$ cat src/rtl/mesh_feeder.sv
// mesh_feeder: operand storage and skewed injection for an N x N systolic mesh.
// Holds matrices A and B, clears the mesh on START, then streams rows of A
// west-to-east and columns of B north-to-south with the diagonal skew the mesh
// needs, followed by zero-injection drain steps and a DONE pulse.
module mesh_feeder #(
   parameter int N = 3,
   parameter int W = 4
) (
   input  logic           CLK,
   input  logic           RST,
   input  logic           WR,
   input  logic           SEL,
   input  logic [3:0]     ADDR,
   input  logic [W-1:0]   DATA,
   input  logic           START,
   output logic [N*W-1:0] A_OUT,
   output logic [N*W-1:0] B_OUT,
   output logic           EN,
   output logic           CLR,
   output logic           BUSY,
   output logic           DONE
);

   localparam int         AW     = (N > 2) ? 2 : 1;
   localparam logic [3:0] T_LAST = 4'(3*N-3);
   localparam logic [2:0] N_L    = 3'(N);

   typedef enum logic [1:0] {IDLE, CLEAR, FEED, FIN} state_t;

   state_t         state, state_n;
   logic [3:0]     t, t_n;
   logic [W-1:0]   a_mem [N][N];
   logic [W-1:0]   b_mem [N][N];
   logic [1:0]     wr_row, wr_col;
   logic           wr_ok;
   logic [N*W-1:0] a_n, b_n;
   int             ka, kb;

   assign wr_row = ADDR[3:2];
   assign wr_col = ADDR[1:0];
   assign wr_ok  = WR && (state == IDLE) && ({1'b0, wr_row} < N_L) && ({1'b0, wr_col} < N_L);

   // Operand storage: written only while idle, cleared by reset.
   always_ff @(posedge CLK or posedge RST) begin
      if (RST) begin
         for (int r = 0; r < N; r++) begin
            for (int c = 0; c < N; c++) begin
               a_mem[r][c] <= '0;
               b_mem[r][c] <= '0;
            end
         end
      end else if (wr_ok) begin
         if (SEL)
            b_mem[wr_row[AW-1:0]][wr_col[AW-1:0]] <= DATA;
         else
            a_mem[wr_row[AW-1:0]][wr_col[AW-1:0]] <= DATA;
      end
   end

   // State and step counter registers.
   always_ff @(posedge CLK or posedge RST) begin
      if (RST) begin
         state <= IDLE;
         t     <= '0;
      end else begin
         state <= state_n;
         t     <= t_n;
      end
   end

   // Next state and next step; the step only advances during FEED.
   always_comb begin
      state_n = state;
      t_n     = t;
      case (state)
         IDLE: begin
            t_n = '0;
            if (START) state_n = CLEAR;
         end
         CLEAR: begin
            t_n     = '0;
            state_n = FEED;
         end
         FEED: begin
            if (t == T_LAST) begin
               state_n = FIN;
               t_n     = '0;
            end else begin
               t_n = t + 4'd1;
            end
         end
         FIN: begin
            t_n     = '0;
            state_n = IDLE;
         end
         default: begin
            state_n = IDLE;
            t_n     = '0;
         end
      endcase
   end

   // Skewed edge operands for the upcoming step: row i of A and column j of B
   // are delayed by i (resp. j) steps; anything outside the matrix is zero.
   always_comb begin
      a_n = '0;
      b_n = '0;
      ka  = 0;
      kb  = 0;
      if (state_n == FEED) begin
         for (int i = 0; i < N; i++) begin
            ka = int'(t_n) - i;
            if (ka >= 0 && ka < N)
               a_n[i*W +: W] = a_mem[i][ka[AW-1:0]];
         end
         for (int j = 0; j < N; j++) begin
            kb = int'(t_n) - j;
            if (kb >= 0 && kb < N)
               b_n[j*W +: W] = b_mem[kb[AW-1:0]][j];
         end
      end
   end

   // Output registers, loaded from the next-state decode so every output is
   // a flop and aligns with the state it describes.
   always_ff @(posedge CLK or posedge RST) begin
      if (RST) begin
         A_OUT <= '0;
         B_OUT <= '0;
         EN    <= 1'b0;
         CLR   <= 1'b0;
         BUSY  <= 1'b0;
         DONE  <= 1'b0;
      end else begin
         A_OUT <= a_n;
         B_OUT <= b_n;
         EN    <= (state_n == FEED);
         CLR   <= (state_n == CLEAR);
         BUSY  <= (state_n == CLEAR) || (state_n == FEED);
         DONE  <= (state_n == FIN);
      end
   end

endmodule
$ cat config.mk
export PLATFORM = sky130hd
export DESIGN_NAME = mesh_feeder
export DESIGN_NICKNAME = d
export VERILOG_FILES = /design/src/rtl/mesh_feeder.sv
export SDC_FILE = /design/constraint.sdc
export NUM_CORES = 1
export LEC_CHECK = 0
export BUFFER_PORTS_ARGS = -buffer_cell sky130_fd_sc_hd__buf_2
export CORE_AREA = 8 8 139 141
export DETAILED_ROUTE_END_ITERATION = 6
export DIE_AREA = 0 0 147 149
export PLACE_DENSITY = 0.49
export SETUP_SLACK_MARGIN = 0.05
export SLEW_MARGIN = 0
export SYNTH_ARGS = -nofsm -noshare
export SYNTH_HDL_FRONTEND = slang
export SYNTH_SLANG_ARGS = --single-unit
$ cat constraint.sdc
create_clock -name CLK -period 4.9 [get_ports CLK]
set_input_delay 0.735 -clock CLK [delete_from_list [all_inputs] [get_ports CLK]]
set_output_delay 0.735 -clock CLK [all_outputs]
set_load 0.03 [all_outputs]
==> flow_summary.yaml, run 1 <==
setup_path:
  cp-end-kind: "register"
  reg2reg_slack_ns: 1.07
  cp-start-kind: "register"
  ff2ff_path_depth: 9
  crit_required_ns: 5.08
  crit_arrival_ns: 4.01
  crit_fanout: 22
  r2r-end: "B_OUT[6]"
  rr_startpoint: "state[0]"
  path_class: "register to register"
place:
  gp_congestion: 0.805
  dpl_worst_slack_ns: 1.14
  numPortBuffers: 40
  post_dp_cell_area_mm2: 0.00546
  post-dp-hpwl_um: 9130
floorplanning:
  fp.dieH_um: 149
  rows: 48
  start_util: 0.295
  dieArea_mm2: 0.0219
  io_pins: 41
  die_width_um: 147
  core_area_mm2: 0.0171
synth:
  syn_inst: 412
  syn_nets: 438
  ys_types: 50
  syn_area_mm2: 0.00504
  synth-main-ff-cell: "dfrtp_1"
  seq_area_frac_synth: 0.526
  syn_avg_cell_area_um2: 12.2
  synth_edf_count: 0
  ys_ff_latch: 106
  ys_warn_count: 0
  async_flop_share: 1.00
route:
  drc: 0
  vias_per_cell: 5.13
  routedWlPerCell_um: 19.4
  first_iter_violations: 214
  drt-total-wl_um: 13000
  drtAntennaViolNets: 0
  first_pass_iters: 5
  num_vias: 3444
timing:
  fin_ws_ns: 1.07
  finalSetupViolations: 0
  finalCritPeriodShare: 0.782
  max_freq_ghz: 0.261
  hold_viol: 0
  rsz0062_at_grt: "no"
  relSlewSlack: 0.338
  tightest_slew_ns: 0.989
  slew_violations: 0
  final.min_clock_period_ns: 3.83
  tns_ns: 0
  fin_skew_ns: 0.00737
finish:
  final_design_area_no_fill_mm2: 0.00578
  layout_commonest_cell: "dfrtp_1"
  nNetsFinal: 469
  final_cell_mix: "106 x dfrtp_1, 67 x mux2_2, 40 x buf_2"
  insertedDiodeCount: 0
  final_layout_size_suffix_gt1_frac: 0.312
  syn_to_final_growth_pct: 14.7
power_and_ir_drop:
  peakVddDrop_mv: 0.228
  p_leak_uw: 0.00277
  power.density_mw_per_mm2: 542
clocking:
  cts_buffers: 9
  clk_latency_ns: 0.35
  clk_path_buf_depth: 2
  cts_max_level: 3
  path_clk_slew_ns: 0.06
  tritoncts: "yes"
  ctsResizeCount: 0
  root_buffer: "clkbuf_16"
  postCtsSetupBuffers: 0
  holdBufCountCts: 0
  clock_sinks: 106
hold_path:
  worstHoldEndpoint: "b_mem[14]"
  min-delay-start: "b_mem[14]"
  holdPathStages: 1
  worstHoldPathType: "register to register"
global_route:
  grt_pass1_wl_um: 20700
  grt_usage: 0.123
  antenna_found_initial: 0
  grt_pass1_vias: 3534
  grt_start_max_net_pins: 69
  grt.overflow.total: 0
outcome:
  status: "complete, no violations"
job:
  drv_cap: 0
cells by family after synthesis:
family | after synthesis | share of synthesized area
muxes | 77 | 0.178
buffers and inverters | 38 | 0.0295
xor gates and xnor gates | 1 | 0.00174
DFF | 106 | 0.526
AOI/OAI and AO/OA | 71 | 0.104
and+or+nand+nor | 106 | 0.128
adders and majority gates | 13 | 0.0323
layer usage:
metal  GRT usage  wire, µm  up-vias
li1            -         -     1593
met1       0.163      6260     1751
met2       0.194      6020       76
met3      0.0240       440       24
met4      0.0541       311        0
met5           0         0        -
synth_stat cells (2+ instances only):
master,count,area [µm²]
and2_1,2,12.5
mux2_4,8,120
dfrtp_1,106,2650
o21ai_0,2,10.0
or3_4,2,22.5
o31ai_1,5,37.5
o211ai_1,4,30.0
a21o_1,4,30.0
and3_1,11,68.8
nor3_1,5,25.0
nand2b_1,5,31.3
inv_1,14,52.6
nor4_1,5,31.3
a2111o_1,2,22.5
or4b_4,2,27.5
a21oi_1,12,60.1
mux2_2,67,754
a22oi_1,10,75.1
nor2_1,12,45.0
a32oi_1,3,26.3
nor2b_1,7,43.8
nand4_1,8,50.1
a21boi_0,5,37.5
a31oi_1,5,31.3
a211oi_1,3,22.5
nand3_1,2,10.0
ha_1,13,163
a41o_1,5,50.1
a2111oi_0,4,35.0
buf_2,5,25.0
mux2i_1,2,20.0
nand2_1,22,82.6
clkbuf_1,19,71.3
nand4b_1,8,70.1
and4_1,7,61.3
a2bb2oi_1,2,17.5
layout make-up:
type | count | area (µm²)
fill | 1731 | 11300
multi-input combinational | 268 | 2240
clock buffer | 11 | 233
clock inverter | 3 | 90.1
inverter | 14 | 55.1
sequential | 106 | 2650
tap | 225 | 282
timing repair buffer | 44 | 230
worst max-delay path by stage:
stage | startpoint | end | slack, ns | cells after the start
after floorplan | RST | A_OUT[0] | 1.38 | 1
after global placement | state[0] | B_OUT[5] | 1.47 | 9
after detailed placement | state[0] | B_OUT[6] | 1.14 | 9
after CTS | state[0] | B_OUT[6] | 1.18 | 9
after global routing | state[0] | B_OUT[6] | 0.86 | 9
final | state[0] | B_OUT[6] | 1.07 | 9
registers in the layout, indices dropped and copies added (netlist names):
signal  cells
B_OUT      12
b_mem      36
EN          1
DONE        1
A_OUT      12
state       2
a_mem      36
BUSY        1
CLR         1
t           4
where the power goes:
part	total (µW)	internal [µW]	switching, µW
sequential	1210	1090	124
combinational	1110	403	709
clock	806	494	311
metrics by stage:
step                      utilization  instances  hold slack (ns)  total power [µW]
final                           0.339        671            0.506              3130
after global routing            0.339        671            0.528              3310
after CTS                       0.339        671            0.510              3160
after detailed placement        0.320        657            0.494              2340
after global placement          0.320        657            0.486              2310
after floorplan                     -        412            0.473              2010
critical path, cell delays in order (launching register included):
cell,delay [ns]
dfrtp_1,0.38
inv_1,0.11
ha_1,0.53
nor2b_1,0.62
nand2_1,0.33
inv_1,0.11
ha_1,0.44
nor3_1,0.46
nand2_1,0.10
a2111oi_0,0.57
No activity file was read; power rests on OpenSTA's default activity.
==> run 2, diff against run 1 <==
Settings changed: PLACE_DENSITY 0.49 to 0.51.
Clock period 4.9 ns to 3.1 ns, I/O delays scaled along.
==> run 2 against run 1 <==
Compared with the run above: sequential share of layout area decreased by 0.52 points; critical path type unchanged; final cell count up 1.6%; cell area increased by 1.1%; non-clock buffer count up 8; critical endpoint is now B_OUT[3]; die area stayed put.
==> flow_summary.yaml, run 2 (synthesized netlist as in run 1, its figures left out) <==
finish:
  syn_to_final_growth_pct: 16.0
  reg_top3: "a_mem (36), b_mem (36)"
  layout_commonest_cell: "dfrtp_1"
  register_area_mm2: 0.00265
  multiInputGateArea_mm2: 0.00225
  final_layout_size_suffix_gt1_frac: 0.336
  nNetsFinal: 477
  stdcell_count: 682
  n_fill_cell: 1723
  final_cell_mix: "106 x dfrtp_1, 67 x mux2_2, 40 x buf_2"
route:
  vias_per_cell: 5.06
  drc: 0
  first_pass_iters: 4
  first_iter_violations: 227
  drt-total-wl_um: 12700
  routedWlPerCell_um: 18.6
  drtAntennaViolNets: 0
  num_vias: 3448
global_route:
  grt_usage: 0.122
  grt_start_max_net_pins: 48
  grt_pass1_vias: 3553
  grt_pass1_wl_um: 20800
  antenna_found_initial: 4
  grt.overflow.total: 0
job:
  drv_cap: 0
clocking:
  clk_latency_ns: 0.36
  path_clk_slew_ns: 0.07
  clk_path_buf_depth: 2
  tritoncts: "yes"
  root_buffer: "clkbuf_16"
  clock_sinks: 106
  postCtsSetupBuffers: 0
  cts_buffers: 9
  cts_max_level: 3
place:
  numPortBuffers: 40
  post-dp-hpwl_um: 8910
  dp.cells: 665
  gp_congestion: 0.853
power_and_ir_drop:
  power.density_mw_per_mm2: 846
  p_leak_uw: 0.00279
  peakVddDrop_mv: 0.341
  power.total_uw: 4950
setup_path:
  path_class: "register to register"
  crit_fanout: 33
  cp-end-kind: "register"
  cp-start-kind: "register"
  crit_required_ns: 3.36
  crit_arrival_ns: 3.02
timing:
  relSlewSlack: 0.449
  tightest_slew_ns: 0.825
  slew_violations: 0
  rsz0062_at_grt: "no"
  hold_viol: 0
  finalCritPeriodShare: 0.889
  tns_ns: 0
  final.min_clock_period_ns: 2.76
  max_freq_ghz: 0.363
  fin_skew_ns: 0.00799
  finalSetupViolations: 0
outcome:
  status: "complete, no violations"
hold_path:
  worstHoldPathType: "primary input to async pin"
floorplanning:
  die_width_um: 147
  dieArea_mm2: 0.0219
  core_area_mm2: 0.0171
  start_util: 0.295
  fp.dieH_um: 149
  rows: 48
  io_pins: 41
## run 2: worst paths after layout
kind / start / endpoint / slack (ns) / cells after the start
max: t[1] / B_OUT[3] / 0.34 / 9
min: RST / a_mem[29] / 0.25 / 2
max reg2reg: t[1] / B_OUT[3] / 0.34 / 9
min reg2reg: b_mem[14] / b_mem[14] / 0.51 / 1
max in group asynchronous: RST / a_mem[10] / 2.05 / 3
min in group CLK: b_mem[14] / b_mem[14] / 0.51 / 1
## run 2: final cells by class
class / count / share of cell area
Tap cell: 225 / 0.0481
Inverter: 14 / 0.00963
Timing Repair Buffer: 52 / 0.0518
Antenna cell: 1 / 0.000428
Multi-Input combinational cell: 268 / 0.385
Sequential cell: 106 / 0.454
Clock inverter: 7 / 0.0133
Clock buffer: 9 / 0.0385
## run 2: worst max-delay path: stages (launching register included)
cell and delay, ns:
dfrtp_1 0.41, ha_1 0.25, nand3b_1 0.14, buf_4 0.34
o21ai_0 0.12, o22ai_1 0.19, ha_1 0.28, inv_1 0.09
a2111o_1 0.55, a21oi_1 0.27
## run 2: repair_timing
action | 4_1_cts | 5_1_grt
resized for setup | 0 | 2
hold endpoints to repair | 0 | 0
endpoints found under the setup margin | 0 | 1
hold buffers | 0 | 0
## run 2: routing by layer
layer	vias to the layer above	share of wire	wire length, µm	global-route usage
met2	63	0.43	5520	0.175
met4	6	0.021	270	0.0541
met3	24	0.053	679	0.0407
li1	1611	-	-	-
met1	1744	0.49	6220	0.165
met5	-	0.0026	33	0
## run 2: power by group
group	switching [µW]	internal [µW]	total, µW	leakage (µW)
registers	182	1720	1900	0.00143
clock network	545	634	1180	0.000140
logic	1160	706	1870	0.00122
## run 2: per-stage QoR
stage | setup slack, ns | area [µm²] | utilization | hold slack [ns]
4_1_cts | 0.222 | 5830 | 0.342 | 0.266
2_1_floorplan | 0.148 | 5040 | - | 0.473
3_5_place_dp | 0.224 | 5530 | 0.324 | 0.492
5_1_grt | 0.0718 | 5850 | 0.343 | 0.310
3_3_place_gp | 0.400 | 5530 | 0.324 | 0.484
6_report | 0.343 | 5850 | 0.343 | 0.254
